`src/rtl/reg_pkg.sv`:
```
// rtl/reg_pkg.sv - shared APB FSM states, register stride and error reason codes
package reg_pkg;

    typedef enum logic [1:0] {
        IDLE,
        WAIT,
        READY
    } apbState_e;

    localparam int REG_STRIDE = 4;
    localparam int OFFS_W     = $clog2(REG_STRIDE);

    localparam logic [1:0] ERR_NONE     = 2'd0;
    localparam logic [1:0] ERR_MISALIGN = 2'd1;
    localparam logic [1:0] ERR_RANGE    = 2'd2;
    localparam logic [1:0] ERR_READONLY = 2'd3;

endpackage

```
`src/rtl/apb_addr_decode.sv`:
```
// rtl/apb_addr_decode.sv - combinational APB address to register index / error decode
module apb_addr_decode
    import reg_pkg::*;
#(
    parameter int                  ADDR_W   = 12,
    parameter int                  NUM_REGS = 8,
    parameter logic [NUM_REGS-1:0] RO_MASK  = '0
) (
    input  logic [ADDR_W-1:0]        paddr,
    input  logic                     pwrite,
    output logic [ADDR_W-OFFS_W-1:0] idx,
    output logic [1:0]               errCode
);

    localparam int IDX_W = ADDR_W - OFFS_W;

    logic inRange;
    logic roHit;

    always_comb begin
        idx     = paddr[ADDR_W-1:OFFS_W];
        inRange = 1'b0;
        roHit   = 1'b0;
        for (int i = 0; i < NUM_REGS; i++) begin
            if (idx == IDX_W'(i)) begin
                inRange = 1'b1;
                roHit   = RO_MASK[i];
            end
        end
        if (paddr[OFFS_W-1:0] != '0) begin
            errCode = ERR_MISALIGN;
        end else if (!inRange) begin
            errCode = ERR_RANGE;
        end else if (pwrite && roHit) begin
            errCode = ERR_READONLY;
        end else begin
            errCode = ERR_NONE;
        end
    end

endmodule

```
`src/rtl/apb_reg_slave.sv`:
```
// rtl/apb_reg_slave.sv - APB3 slave front-end: FSM, wait states, write strobes, readback mux
module apb_reg_slave
    import reg_pkg::*;
#(
    parameter int                  ADDR_W      = 12,
    parameter int                  DATA_W      = 32,
    parameter int                  NUM_REGS    = 8,
    parameter logic [NUM_REGS-1:0] RO_MASK     = '0,
    parameter int                  WAIT_CYCLES = 0
) (
    input  logic                         clock,
    input  logic                         reset,
    input  logic                         psel,
    input  logic                         penable,
    input  logic                         pwrite,
    input  logic [ADDR_W-1:0]            paddr,
    input  logic [DATA_W-1:0]            pwdata,
    output logic                         pready,
    output logic [DATA_W-1:0]            prdata,
    output logic                         pslverr,
    output logic [NUM_REGS-1:0]          wr_en,
    output logic [DATA_W-1:0]            wr_data,
    input  logic [NUM_REGS*DATA_W-1:0]   rd_data
);

    localparam int IDX_W = ADDR_W - OFFS_W;

    apbState_e          state, stateNext;
    logic [3:0]         waitCnt, waitCntNext;
    logic [IDX_W-1:0]   decIdx, idxQ, curIdx;
    logic [1:0]         decCode;
    logic               decErr, errQ, writeQ, curErr, curWrite;
    logic               latchSetup, enterReady;
    logic [NUM_REGS-1:0] wrEnNext;
    logic [DATA_W-1:0]  rdSel;

    apb_addr_decode #(
        .ADDR_W   (ADDR_W),
        .NUM_REGS (NUM_REGS),
        .RO_MASK  (RO_MASK)
    ) uDecode (
        .paddr   (paddr),
        .pwrite  (pwrite),
        .idx     (decIdx),
        .errCode (decCode)
    );

    assign decErr = (decCode != ERR_NONE);

    // With no wait states the READY edge is the SETUP edge, so the live decode is used there.
    assign curIdx   = (state == IDLE) ? decIdx : idxQ;
    assign curErr   = (state == IDLE) ? decErr : errQ;
    assign curWrite = (state == IDLE) ? pwrite : writeQ;

    always_comb begin
        stateNext   = state;
        waitCntNext = waitCnt;
        latchSetup  = 1'b0;
        enterReady  = 1'b0;
        case (state)
            IDLE: begin
                waitCntNext = 4'd0;
                if (psel && !penable) begin
                    latchSetup = 1'b1;
                    if (WAIT_CYCLES == 0) begin
                        stateNext  = READY;
                        enterReady = 1'b1;
                    end else begin
                        stateNext   = WAIT;
                        waitCntNext = 4'd1;
                    end
                end
            end
            WAIT: begin
                if (!psel) begin
                    stateNext   = IDLE;
                    waitCntNext = 4'd0;
                end else if (waitCnt == 4'(WAIT_CYCLES)) begin
                    stateNext  = READY;
                    enterReady = 1'b1;
                end else if (waitCnt != 4'hF) begin
                    waitCntNext = waitCnt + 4'd1;
                end
            end
            READY: begin
                stateNext   = IDLE;
                waitCntNext = 4'd0;
            end
            default: begin
                stateNext   = IDLE;
                waitCntNext = 4'd0;
            end
        endcase
    end

    always_comb begin
        rdSel    = '0;
        wrEnNext = '0;
        for (int i = 0; i < NUM_REGS; i++) begin
            if (curIdx == IDX_W'(i)) begin
                rdSel       = rd_data[i*DATA_W +: DATA_W];
                wrEnNext[i] = curWrite && !curErr;
            end
        end
    end

    always_ff @(posedge clock or posedge reset) begin
        if (reset) begin
            state   <= IDLE;
            waitCnt <= 4'd0;
        end else begin
            state   <= stateNext;
            waitCnt <= waitCntNext;
        end
    end

    always_ff @(posedge clock or posedge reset) begin
        if (reset) begin
            idxQ    <= '0;
            writeQ  <= 1'b0;
            errQ    <= 1'b0;
            wr_data <= '0;
            pready  <= 1'b0;
            pslverr <= 1'b0;
            wr_en   <= '0;
            prdata  <= '0;
        end else begin
            if (latchSetup) begin
                idxQ    <= decIdx;
                writeQ  <= pwrite;
                errQ    <= decErr;
                wr_data <= pwdata;
            end
            pready  <= enterReady;
            pslverr <= enterReady && curErr;
            wr_en   <= enterReady ? wrEnNext : '0;
            if (enterReady && !curWrite) begin
                prdata <= curErr ? '0 : rdSel;
            end
        end
    end

endmodule

```
`config.mk`:
```
export PLATFORM = sky130hd
export DESIGN_NAME = apb_reg_slave
export DESIGN_NICKNAME = d
export VERILOG_FILES = /design/src/rtl/reg_pkg.sv /design/src/rtl/apb_addr_decode.sv /design/src/rtl/apb_reg_slave.sv
export SDC_FILE = /design/constraint.sdc
export NUM_CORES = 1
export LEC_CHECK = 0
export ABC_AREA = 1
export ABC_CLOCK_PERIOD_IN_PS = 5500
export BUFFER_PORTS_ARGS = -buffer_cell sky130_fd_sc_hd__buf_2
export CAP_MARGIN = 20
export CORE_AREA = 2 2 149 151
export CTS_CLUSTER_DIAMETER = 150
export CTS_CLUSTER_SIZE = 40
export DETAILED_ROUTE_END_ITERATION = 6
export DIE_AREA = 0 0 151 153
export REMOVE_ABC_BUFFERS = 1
export SLEW_MARGIN = 20
export SYNTH_ARGS = -nofsm -noshare
export SYNTH_HDL_FRONTEND = slang
export SYNTH_SLANG_ARGS = --single-unit
```
`constraint.sdc`:
```
create_clock -name clock -period 5.5 [get_ports clock]
set_clock_uncertainty 0.05 [all_clocks]
set_input_delay 0.825 -clock clock [delete_from_list [all_inputs] [get_ports clock]]
set_output_delay 0.825 -clock clock [all_outputs]
set_load 0.01 [all_outputs]
```
==> results.md <==
- Status: finished, final reports clean
- Compound-Gate Fraction of Synth Area: 3.985%
- Die W: 151 um
- First-pass GRT wire length: 36670 um
- Critical path arrival: 3.63 ns
- Proportion of layout cells with a drive suffix above 1: 36.73%
- Min-delay worst type: register to register
- Hold Slack: 0.4151 ns
- Drt wl/cell: 16.67 um
- Primary FF master, synth: dfrtp_1
- Cts repair resizes: 0
- Sw frac: 28.57%
- Final setup viols: 0
- DPL Wire Length: 18810 um
- Worst hold start: wr_data[18]$_DFFE_PP0P_
- Antenna fix cells: 0
- Hold buffers post-CTS: 0
- Vias per inst: 4.542
- Clk_lat worst skew: 0.35 ns
- Synth Cell Area: 5714 sq um
- Top-area cell type share of the netlist area: 37.66%
- Post-synthesis adder-cell area fraction: 0%
- Synth async-reset ratio: 100.0%
- Gp weighted congestion: 0.8894
- Sequential share of power: 41.4%
- Area after DPL: 7729 sq um
- Hold EP: wr_data[18]$_DFFE_PP0P_
- Internal cell power: 1.225 mW
- Clk root buf: clkbuf_16
- Fillers: 2393
- Synth warnings: 0
- Worst Max-Slew Pin Slew: 1.055 ns
- Crit path max-delay cell type: nor2_4
- First-pass iteration count of the detailed router: 5
- Setup CP Type: register to register
- Worst-path cell chain: inv_2 > nand3_1 > nand2_2 > nand2_4 > nor2_4 > inv_2 > nor2_1 > nor2_1 > nand2_1 > nand2_1
- WHS Path Cells: 2
- P&R area growth vs syn: 40.99%
- Clk pwr share: 40.5%
- Antenna violations before repair: 1
- Slew HR: 29.47%
- Final core occ: 37.50%
- Cell taking the most area after synthesis: dfrtp_1
- Pwr dens: 213.0 nW/um^2
- Drt initial violations: 348
- Register area: 2152 sq um
- Leakage power figure: 4.798 nW
- Vias in the first global route: 6596
- Fin. max-slew vios: 0
- Die Area: 23100 sq um
- Starting Density: 26.60%
- Worst reg2reg path depth: 10
- Residual DRC: 0
- Clock transition at path regs: 0.07 ns
- Fin crit period: 3.432 ns
- I/O Buffers: 378
- Clock tree buffer depth: 2
- RSZ-0062 raised after global routing: false
- Largest family of logic cells by synthesized area: simple AND/OR/NAND/NOR gates
- Seq/Total Area, Yosys: 37.66%
- Post CTS Setup Buffer Count: 0
- Setup slack, reg-to-reg: 2.07 ns
- Post-synth EDFFs: 0
- Grt total ovfl: 0
- Critical Path Start Type: register
- # rows: 54
- Crit end category: register
- Synth top area cells: dfrtp_1 38%, nand2_1 25%, nor2_1 8.1%
- CTS buffer count: 9
- Worst vdd ir: 0.1509 mV
- Max Fanout on Critical Path: 33
- Core area: 21490 sq um
- H-tree depth: 3
- Routed Antenna Nets: 0
- Synth Area in Simple Gates: 49.99%
- Maxcap violations: 0
- Final number of hold-violating endpoints: 0
- Post-synth top cells: 385 x nand2_1, 123 x nor2_1, 86 x dfrtp_1, 48 x inv_1, 43 x nand3_1
- Net Sw Power: 490.2 uW
- Combinational share of power: 18.1%
- Post-synthesis register bit count: 86
- Post-route cell area: 8056 sq um
- F_max: 291.4 MHz
- Cell with the most instances after synthesis: nand2_1
- Routed wire length: 25130 um
- Final period util: 62.40%
- CTS sink count: 86
- R2R Path Start: state[1]$_DFFE_PP0P_
- Largest net degree at the start of global routing: 55
- Post-synth cell types: 28
- Syn Inst Count: 872
- CTS tree: yes
- WP data required: 5.69 ns
- Final setup TNS: 0 ns
- I/O pin cnt: 379
- Die height: 153 um
- Avg Inst Size Synth: 6.553 sq um
- Xor/xnor share of the synthesized area: 0%
- Routed via count: 6850
- Post-synthesis mux area share: 0%
- All-Layer GR Usage: 21.01%
- Critical Path Max Stage Delay: 0.82 ns
- Area of the multi-input gates: 3090 sq um
- Worst r2r dst: prdata[14]$_DFFE_PP0P_
- Fin nets: 1528
cell usage in the layout (no fill, tap or decap):
master      synthesis  layout
o211ai_1            1       1
nor2_1            123     123
o21ai_1             1       1
nor2_2             20      20
bufinv_16           0       2
buf_4              10       4
a21oi_1            38      38
clkbuf_16           0       9
nor3_1              8       8
nand2_8             2       2
buf_2               9     378
nand2_4             4       4
or2_1               1       1
inv_2               4       4
nor3_4              0       1
nand3_4             2       2
nor2_4              4       4
clkinv_4            0       1
nand2_2             8       8
clkinvlp_4          0       1
inv_1              48      47
o21ai_0             5       5
dfrtp_1            86      86
inv_4               2       3
nor4_1              1       1
nand3_1            43      43
inv_6               0       3
nor2_8              5       5
nand2_1           385     385
nand4_1            37      37
clkinv_1            1       1
metal layers:
layer,wire [um],share of wire [%],global-route usage (%)
met1,10510,42,25.81
met2,12240,49,36.28
met3,1937,7.7,5.493
met4,423,1.7,5.607
met5,13,0.052,0
worst max-delay path, delay by kind of cell, from the launching register on:
family,cells,cell delay (ns)
buffers and inverters,2,0.82
AND/OR/NAND/NOR,8,1.84
flip-flops,1,0.59
per-stage QoR:
step / instances / worst slack, ns / power, mW
floorplan: 830 / 1.166 / 0.8488
global placement: 1492 / 1.826 / 1.032
detailed placement: 1492 / 1.784 / 1.034
CTS: 1508 / 2.052 / 1.741
global route: 1508 / 1.755 / 1.802
finish: 1508 / 2.068 / 1.716
worst max-delay path by stage:
stage	endpoint	from	slack [ns]	cells after the start
3_5_place_dp	prdata[14]$_DFFE_PP0P_	paddr[6]	1.78	11
5_1_grt	prdata[16]$_DFFE_PP0P_	state[1]$_DFFE_PP0P_	1.75	10
4_1_cts	prdata[5]$_DFFE_PP0P_	state[1]$_DFFE_PP0P_	2.05	10
2_1_floorplan	prdata[0]$_DFFE_PP0P_	psel	1.17	7
6_report	prdata[14]$_DFFE_PP0P_	state[1]$_DFFE_PP0P_	2.07	10
3_3_place_gp	prdata[8]$_DFFE_PP0P_	paddr[6]	1.83	11
final cells by class:
type | instances | share of cell area [%]
Clock buffer | 9 | 2.795
Clock inverter | 7 | 1.273
Inverter | 55 | 2.656
Multi-Input combinational cell | 689 | 38.36
Sequential cell | 86 | 26.71
Tap cell | 280 | 4.348
Timing Repair Buffer | 382 | 23.85
kinds of logic (layout without fill, tap and decap cells):
family	count (synthesis)	after routing
flops	86	86
simple gates	644	644
compound gates	45	45
buf+inv	97	453
power groups by stage:
stage | logic (mW) | registers [mW] | clock network (mW)
2_1_floorplan | 0.112 | 0.736 | 0
3_3_place_gp | 0.311 | 0.722 | 0
3_5_place_dp | 0.315 | 0.719 | 0
4_1_cts | 0.315 | 0.709 | 0.718
5_1_grt | 0.346 | 0.716 | 0.741
6_report | 0.310 | 0.710 | 0.696
sequential cells by signal, indices dropped and copies added, names as in the netlist:
register / flops
wr_en: 8
prdata: 32
pslverr: 1
errQ: 1
pready: 1
idxQ: 10
state: 1
wr_data: 32
Power figures use the tool's default switching activity.
